`src/rtl/seg_pkg.sv`:
```
// seg_pkg: shared definitions for the serial 7-segment display driver.
//   state_e   - frame sequencer states
//   SEG_BLANK - code for a fully dark digit (active-low segments)
//   hex_seg() - hex nibble to active-low {dp,g,f,e,d,c,b,a} pattern, dp off
package seg_pkg;

  typedef enum logic [2:0] {
    ST_IDLE,
    ST_LOAD,
    ST_SHIFT,
    ST_LATCH,
    ST_DONE
  } state_e;

  localparam logic [7:0] SEG_BLANK = 8'hFF;

  function automatic logic [7:0] hex_seg(input logic [3:0] nib);
    logic [7:0] code;
    case (nib)
      4'h0:    code = 8'hC0;
      4'h1:    code = 8'hF9;
      4'h2:    code = 8'hA4;
      4'h3:    code = 8'hB0;
      4'h4:    code = 8'h99;
      4'h5:    code = 8'h92;
      4'h6:    code = 8'h82;
      4'h7:    code = 8'hF8;
      4'h8:    code = 8'h80;
      4'h9:    code = 8'h90;
      4'hA:    code = 8'h88;
      4'hB:    code = 8'h83;
      4'hC:    code = 8'hC6;
      4'hD:    code = 8'hA1;
      4'hE:    code = 8'h86;
      default: code = 8'h8E;
    endcase
    return code;
  endfunction

endpackage

```
`src/rtl/hex_to_seg.sv`:
```
// hex_to_seg: one digit's segment byte.
//   nibble_i - hex value of the digit
//   point_i  - 1 lights the decimal point
//   le_i     - 1 blanks the whole digit (overrides point)
//   code_o   - active-low {dp,g,f,e,d,c,b,a}
module hex_to_seg
  import seg_pkg::*;
(
  input  logic [3:0] nibble_i,
  input  logic       point_i,
  input  logic       le_i,
  output logic [7:0] code_o
);

  logic [7:0] raw;

  always_comb begin
    raw = hex_seg(nibble_i);
    if (le_i) begin
      code_o = SEG_BLANK;
    end else begin
      code_o = {raw[7] & ~point_i, raw[6:0]};
    end
  end

endmodule

```
`src/rtl/seg_p2s_driver.sv`:
```
// seg_p2s_driver: decodes a hex value to 7-seg bytes and shifts the frame
// MSB first into the display's shift-register chain, then pulses the latch.
//   clk, rst_n  - clock, asynchronous active-low reset
//   start       - request one frame (honoured only when idle)
//   num         - hex value, nibble i -> digit i
//   point / le  - per-digit decimal point enable / blank
//   busy, done  - frame in progress / one-cycle completion pulse
//   seg_clk, seg_sout, seg_latch, seg_clrn - serial display interface
module seg_p2s_driver
  import seg_pkg::*;
#(
  parameter int unsigned CLK_DIV = 2,
  parameter int unsigned DIGITS  = 4
) (
  input  logic                  clk,
  input  logic                  rst_n,
  input  logic                  start,
  input  logic [4*DIGITS-1:0]   num,
  input  logic [DIGITS-1:0]     point,
  input  logic [DIGITS-1:0]     le,
  output logic                  busy,
  output logic                  done,
  output logic                  seg_clk,
  output logic                  seg_sout,
  output logic                  seg_latch,
  output logic                  seg_clrn
);

  localparam int unsigned      FRAME_W  = 8 * DIGITS;
  localparam int unsigned      DIV_W    = (CLK_DIV > 1) ? $clog2(CLK_DIV) : 1;
  localparam logic [DIV_W-1:0] DIV_LAST = DIV_W'(CLK_DIV - 1);
  localparam logic [5:0]       BIT_LAST = 6'(FRAME_W - 1);

  state_e               state_q, state_d;
  logic [FRAME_W-1:0]   frame_q, frame_d;
  logic [FRAME_W-1:0]   frame_load;
  logic [5:0]           bit_q, bit_d;
  logic [DIV_W-1:0]     div_q, div_d;
  logic                 sclk_q, sclk_d;
  logic                 sout_q, sout_d;
  logic                 clrn_q;

  for (genvar i = 0; i < DIGITS; i++) begin : g_digit
    hex_to_seg u_hex_to_seg (
      .nibble_i (num[4*i +: 4]),
      .point_i  (point[i]),
      .le_i     (le[i]),
      .code_o   (frame_load[8*i +: 8])
    );
  end

  always_ff @(posedge clk or negedge rst_n) begin
    if (!rst_n) begin
      state_q <= ST_IDLE;
      frame_q <= '0;
      bit_q   <= '0;
      div_q   <= '0;
      sclk_q  <= 1'b0;
      sout_q  <= 1'b0;
      clrn_q  <= 1'b0;
    end else begin
      state_q <= state_d;
      frame_q <= frame_d;
      bit_q   <= bit_d;
      div_q   <= div_d;
      sclk_q  <= sclk_d;
      sout_q  <= sout_d;
      clrn_q  <= 1'b1;
    end
  end

  always_comb begin
    state_d = state_q;
    frame_d = frame_q;
    bit_d   = bit_q;
    div_d   = div_q;
    sclk_d  = sclk_q;
    sout_d  = sout_q;

    case (state_q)
      ST_IDLE: begin
        if (start) begin
          frame_d = frame_load;
          state_d = ST_LOAD;
        end
      end
      ST_LOAD: begin
        sout_d  = frame_q[FRAME_W-1];
        bit_d   = '0;
        div_d   = '0;
        sclk_d  = 1'b0;
        state_d = ST_SHIFT;
      end
      ST_SHIFT: begin
        if (div_q == DIV_LAST) begin
          div_d = '0;
          if (!sclk_q) begin
            sclk_d = 1'b1;
          end else begin
            // Falling seg_clk: present the next bit, or finish after the last one.
            sclk_d = 1'b0;
            if (bit_q == BIT_LAST) begin
              state_d = ST_LATCH;
            end else begin
              bit_d   = bit_q + 6'd1;
              frame_d = {frame_q[FRAME_W-2:0], 1'b0};
              sout_d  = frame_q[FRAME_W-2];
            end
          end
        end else begin
          div_d = div_q + 1'b1;
        end
      end
      ST_LATCH: begin
        if (div_q == DIV_LAST) begin
          div_d   = '0;
          state_d = ST_DONE;
        end else begin
          div_d = div_q + 1'b1;
        end
      end
      ST_DONE: begin
        state_d = ST_IDLE;
      end
      default: begin
        state_d = ST_IDLE;
      end
    endcase
  end

  always_comb begin
    busy      = (state_q == ST_LOAD) || (state_q == ST_SHIFT) || (state_q == ST_LATCH);
    done      = (state_q == ST_DONE);
    seg_latch = (state_q == ST_LATCH);
    seg_clk   = sclk_q;
    seg_sout  = sout_q;
    seg_clrn  = clrn_q;
  end

endmodule

```
`config.mk`:
```
export PLATFORM = sky130hd
export DESIGN_NAME = seg_p2s_driver
export DESIGN_NICKNAME = d
export VERILOG_FILES = /design/src/rtl/seg_pkg.sv /design/src/rtl/hex_to_seg.sv /design/src/rtl/seg_p2s_driver.sv
export SDC_FILE = /design/constraint.sdc
export NUM_CORES = 1
export LEC_CHECK = 0
export CAP_MARGIN = 20
export CELL_PAD_IN_SITES_DETAIL_PLACEMENT = 1
export CELL_PAD_IN_SITES_GLOBAL_PLACEMENT = 1
export CORE_MARGIN = 2
export CORE_UTILIZATION = 45
export DETAILED_ROUTE_END_ITERATION = 10
export MAX_ROUTING_LAYER = met4
export PLACE_DENSITY = 0.82
export SETUP_SLACK_MARGIN = 0.02
export SYNTH_ARGS = -nofsm -noshare
export SYNTH_HDL_FRONTEND = slang
export SYNTH_SLANG_ARGS = --single-unit
```
`constraint.sdc`:
```
create_clock -name clk -period 2.23 [get_ports clk]
set_input_delay 0.446 -clock clk [delete_from_list [all_inputs] [get_ports clk]]
set_output_delay 0.446 -clock clk [all_outputs]
set_load 0.05 [all_outputs]
```
==> results.md, run 1 <==
* I/O Pins at 33
* Post-synthesis compound-gate area fraction at 17.7%
* Final wirelength at 8220 um
* Post-Synth Adder-Cell Area at 10.8%
* Postcts setup bufs at 0
* EDFF count, synth at 0
* Worst R2R Start: state_q[2]$_DFFE_PN0P_
* Minimum clock period at 2000 ps
* Crit Path Class: flop to output pin
* Final nets at 456
* CP top delay family: buffers and inverters
* Top-area cell type share of the netlist area at 33.6%
* Core Region at 0.00725 mm^2
* Worst-Skew Late Latency at 300 ps
* Post-detail-place hpwl at 6160 um
* Synth Register Bits at 45
* Critical Path AT at 1550 ps
* Hold WS at 102 ps
* MaxCap Viol Count at 0
* Worst R2R Path Depth at 6
* Post-synthesis mux area share at 15.7%
* Number of port buffers at 32
* Initial DRC count at 104
* 1st-pass router iterations at 4
* Sequential share of the synthesized area at 33.6%
* Ys flop type: dfrtp_1
* HP Class: input pin to async pin
* Syn avg cell area at 9.37 um^2
* DRC at 0
* P per Cell Area at 453 mW/mm^2
* Share of cells above drive strength 1 at 19.7%
* Most frequent cells after synthesis: dfrtp_1 (45), nor2_1 (45), ha_1 (29), mux2_2 (26), inv_1 (23)
* Worst R2R Setup Slack at 290 ps
* Root buffer cell: clkbuf_8
* Routed Antenna Nets at 0
* Worst path slowest cell: clkdlybuf4s50_1
* Clock transition at path regs at 90 ps
* DIE WIDTH at 90.3 um
* CP max FO at 6
* Largest net degree at the start of global routing at 33
* Initial Util at 46.2%
* Combinational family with the most area after synthesis: compound AO/OA/AOI/OAI gates
* Max rail drop VDD at 0.250 mV
* Asr flop ratio synth at 100%
* Diodes inserted at 0
* Fmax at 501 MHz
* Synth warn at 0
* Num CTS Buffers at 5
* Post_cts resized at 0
* Yosys cell types at 55
* Vias at 2774
* Tcrit/Tclk final at 89.5%
* Non-Filler Instances at 500
* Simple-gate area share of the yosys netlist at 15.6%
* Die Y at 90.3 um
* Reg2reg end: frame_q[21]$_DFFE_PN0P_
* P&R area growth vs syn at 19.6%
* CTS Sinks at 45
* Setup crit end kind: output pin
* Layout Skew at 7.25 ps
* Max_slew headroom at 52.7%
* CP Cell Sequence: clkdlybuf4s50_1
* Total Power at 1.82 mW
* Depth of the CTS H-tree at 2
* CP max stage delay at 830 ps
* Pleak at 1.86 nW
* Remaining global-route overflow at 0
* Pre-CTS setup slack at -11.0 ps
* Synth area leaders: dfrtp_1 (34%), ha_1 (11%), mux2_2 (8.7%), nor2_1 (5.0%), mux2i_1 (3.6%)
* Number of hold buffers added after CTS at 0
* Syn Nets at 414
* Cell Rows at 31
* PnR worst setup slack at 235 ps
* RSZ-0062 raised after global routing: no
* Vias in the first global route at 2981
* Post-Syn Area at 0.00335 mm^2
* CP Launch Type: flop
* Mapped Cells at 358
* Initial antenna violation count at 0
* WP data required at 1780 ps
* Final core utilization at 55.3%
* Crit path buf inv count at 1
* Slew at the pin closest to its max-slew limit at 706 ps
* XOR/XNOR Fraction of Synth Area at 0%
* Final hold vios at 0
* Tot GR Track Use at 21.9%
* Final max-slew violation count at 0
* Via density at 5.55
* Setup violations, final at 0
* First-pass GRT wire length at 14400 um
* Placed Cells at 492
* Post-synth top area cell: dfrtp_1
* Status: finished, final reports clean
* GP Congestion at 0.878
* Max Root-Sink Buffers at 2
* Die Area at 0.00816 mm^2
* WL/cell at 16.4 um
* CTS tree: yes
-- worst max-delay path by stage --
stage | cells past startpoint | slack, ps | from | to
detailed placement | 7 | -10 | num[9] | frame_q[20]$_DFFE_PN0P_
floorplan | 3 | 430 | state_q[2]$_DFFE_PN0P_ | seg_latch
CTS | 1 | 230 | seg_clk$_DFFE_PN0P_ | seg_clk
finish | 1 | 230 | seg_clk$_DFFE_PN0P_ | seg_clk
global route | 5 | 160 | state_q[0]$_DFFE_PN0P_ | busy
global placement | 7 | 20 | num[8] | frame_q[22]$_DFFE_PN0P_
-- final cells by class --
class | instances | area [um^2]
Inverter | 23 | 86.3
Timing Repair Buffer | 57 | 533
Clock inverter | 3 | 65.1
Clock buffer | 5 | 68.8
Tap cell | 99 | 124
Multi-Input combinational cell | 268 | 2010
Fill cell | 836 | 3240
Sequential cell | 45 | 1130
-- per-layer routing --
metal  vias to the layer above  track usage, %  wire length (um)
li1                       1352               -                 -
met2                        30            38.3              4230
met5                         -               -                 0
met4                         0            3.97                68
met3                         7            2.92               133
met1                      1385            27.5              3790
-- cell families after synthesis --
family / after synthesis
buf+inv: 45
other cells: 1
flops: 45
fa+ha+maj: 29
simple gates: 108
mux: 44
compound gates: 86
-- where the power goes --
group          leakage (nW)  switching (mW)  internal (mW)
combinational          1.20           0.135          0.130
sequential            0.591        0.000228          0.816
clock                0.0681           0.292          0.445
-- through the flow --
stage	TNS [ps]	area, um^2
after CTS	0	4010
after floorplan	0	3350
after global routing	0	4010
after detailed placement	-26.8	3880
final	0	4010
after global placement	0	3880
-- flip-flops by register name, summed over array words and instances, names as in the netlist --
name,cells
div_q,1
state_q,3
seg_sout,1
seg_clrn,1
seg_clk,1
bit_q,6
frame_q,32
-- cells in the final DEF (no fill, tap or decap), types with 4 or more instances in the layout --
cell type	instances
a21oi_1	15
a31oi_1	17
a32o_1	7
buf_4	25
clkbuf_8	5
clkdlybuf4s50_1	28
dfrtp_1	45
ha_1	29
inv_1	23
mux2_2	26
mux2i_1	12
mux4_2	4
nand2_1	22
nand3_1	7
nor2_1	45
nor2b_1	9
nor3b_1	4
o21ai_0	15
o22ai_1	5
or2_2	4
(Power assumes the default switching activity.)
==> inputs of run 2 (changes only) <==
CORE_ASPECT_RATIO = 1.75   (was unset)
==> run 2 against run 1 <==
Count of clock-buffer cells in the layout grew 1. Critical endpoint unchanged. Flip-flop and latch count is the same. Clock power grew 22%. Global-route usage grew 1.5 points. Power grew 9.2%. Worst setup slack lost 22 ps. Core utilization grew 0.79 points. Clock skew shrank 1.5 ps. First-iteration DRC count grew 4.8%. Design area grew 1.2%.
==> results.md, run 2 (synthesized netlist as in run 1, its figures left out) <==
* Status: finished, final reports clean
* MaxCap Viol Count at 0 (unchanged)
* Final hold vios at 0 (unchanged)
* Clock transition at path regs at 60 ps (-30 ps)
* Crit path buf inv count at 1 (unchanged)
* GP Congestion at 0.903 (+2.8%)
* Max Root-Sink Buffers at 2 (unchanged)
* Reg with most FFs: frame_q
* I/O Pins at 33 (unchanged)
* Setup violations, final at 0 (unchanged)
* CTS tree: yes
* Routed Antenna Nets at 0 (unchanged)
* P&R area growth vs syn at 21.0%
* Crit Path Class: flop to output pin
* HP Class: flop to flop
* Initial Util at 46.4% (+0.13 points)
* Die Y at 118 um (+31%)
* Via density at 5.82 (+4.9%)
* DRC at 0 (unchanged)
* 1st-pass router iterations at 4 (unchanged)
* P per Cell Area at 489 mW/mm^2 (+8.0%)
* Max FFs per register at 32 (unchanged)
* DIE WIDTH at 69.3 um (-23%)
* WP data required at 1780 ps (about the same)
* Initial antenna violation count at 0 (unchanged)
* Final nets at 460 (+0.88%)
* Post-detail-place hpwl at 6800 um (+11%)
* Final wirelength at 8770 um (+6.7%)
* Minimum clock period at 2020 ps (+21.7 ps)
* Critical Path AT at 1570 ps (+20 ps)
* Share of cells above drive strength 1 at 20.2% (+0.55 points)
* Slew at the pin closest to its max-slew limit at 646 ps (-60.1 ps)
* Root buffer cell: clkbuf_16
* Die Area at 0.00819 mm^2 (+0.34%)
* CTS Sinks at 45 (unchanged)
* Post_cts resized at 0 (unchanged)
* Total Power at 1.99 mW (+9.2%)
* Pleak at 1.89 nW (+1.7%)
* CP max stage delay at 830 ps (about the same)
* Final max-slew violation count at 0 (unchanged)
* CP Cell Sequence: clkdlybuf4s50_1
* Diodes inserted at 0 (unchanged)
* Tcrit/Tclk final at 90.4% (+0.97 points)
* Worst-Skew Late Latency at 300 ps (about the same)
* CP max FO at 6 (unchanged)
* Worst path slowest cell: clkdlybuf4s50_1
* PnR worst setup slack at 213 ps (-21.7 ps)
* WL/cell at 17.9 um (+8.7%)
* Hold WS at 494 ps (+392 ps)
* Layout Skew at 5.73 ps (-1.53 ps)
* Max_slew headroom at 56.7% (+4.0 points)
* Depth of the CTS H-tree at 2 (unchanged)
* Max rail drop VDD at 0.288 mV (+15%)
* CP Launch Type: flop
* Number of hold buffers added after CTS at 1 (+1)
* Fmax at 496 MHz (-1.1%)
* Postcts setup bufs at 0 (unchanged)
* Vias in the first global route at 3169 (+6.3%)
* Largest regs: frame_q: 32 flops, bit_q: 6 flops, state_q: 3 flops
* Vias at 2857 (+3.0%)
* Pre-CTS setup slack at -53.2 ps (-42.3 ps)
* Tot GR Track Use at 23.4% (+1.5 points)
* Largest net degree at the start of global routing at 33 (unchanged)
* Setup crit end kind: output pin
* Initial DRC count at 109 (+4.8%)
* First-pass GRT wire length at 15000 um (+4.1%)
* CP top delay family: buffers and inverters
* RSZ-0062 raised after global routing: no
* Core Region at 0.00723 mm^2 (-0.28%)
* Number of port buffers at 32 (unchanged)
* Num CTS Buffers at 5 (unchanged)
* Leading cell types in the layout, fill and taps excluded: nor2_1 (45), dfrtp_1 (45), ha_1 (29), buf_4 (29), clkdlybuf4s50_1 (28)
* Remaining global-route overflow at 0 (unchanged)
* Cell Rows at 41 (+32%)
[run 2: cell count changes in the layout (fill, tap and decap cells not counted), sizes merged]
cell         previous run  this run
bufinv                  2         1
buf                    29        32
dlygate4sd3             0         1
clkinv                  1         0
clkbuf                  5         6
clkinvlp                0         1
[run 2: metrics by stage]
step / instance area, um^2 / cells / TNS, ps / utilization (%)
floorplan: 3350 / 358 / 0 / -
global placement: 3870 / 482 / 0 / 53.5
detailed placement: 3870 / 482 / -214 / 53.5
CTS: 4060 / 491 / 0 / 56.1
global route: 4060 / 491 / 0 / 56.1
finish: 4060 / 491 / 0 / 56.1
[run 2: power breakdown]
group	internal [mW]	total [mW]	switching (mW)	leakage, nW
logic	0.132	0.271	0.139	1.21
clock network	0.560	0.897	0.338	0.0831
registers	0.817	0.817	0.000188	0.591
total	1.51	1.99	0.477	1.89
[run 2: routing by layer]
metal / track usage, % / part of all wire [%] / up-vias
met5: - / 0 / -
met4: 10.2 / 3.1 / 0
met2: 44.1 / 58 / 55
met1: 23.5 / 36 / 1422
li1: - / - / 1357
met3: 3.15 / 2.2 / 23
[run 2: cell type report]
type,instances,area (um^2)
Clock buffer,6,139
Clock inverter,2,37.5
Fill cell,825,3180
Inverter,23,86.3
Timing Repair Buffer,61,553
Multi-Input combinational cell,268,2010
Sequential cell,45,1130
Tap cell,86,108
[run 2: worst paths after layout]
path | slack [ps] | end | start | cells past startpoint
setup / recovery | 210 | seg_clk | seg_clk$_DFFE_PN0P_ | 1
hold / removal | 490 | frame_q[13]$_DFFE_PN0P_ | frame_q[13]$_DFFE_PN0P_ | 1
setup reg to reg | 280 | seg_sout$_DFFE_PN0P_ | state_q[2]$_DFFE_PN0P_ | 4
hold reg to reg | 490 | frame_q[13]$_DFFE_PN0P_ | frame_q[13]$_DFFE_PN0P_ | 1
max in group asynchronous | 1150 | frame_q[21]$_DFFE_PN0P_ | rst_n | 3
min in group asynchronous | 530 | frame_q[31]$_DFFE_PN0P_ | rst_n | 2
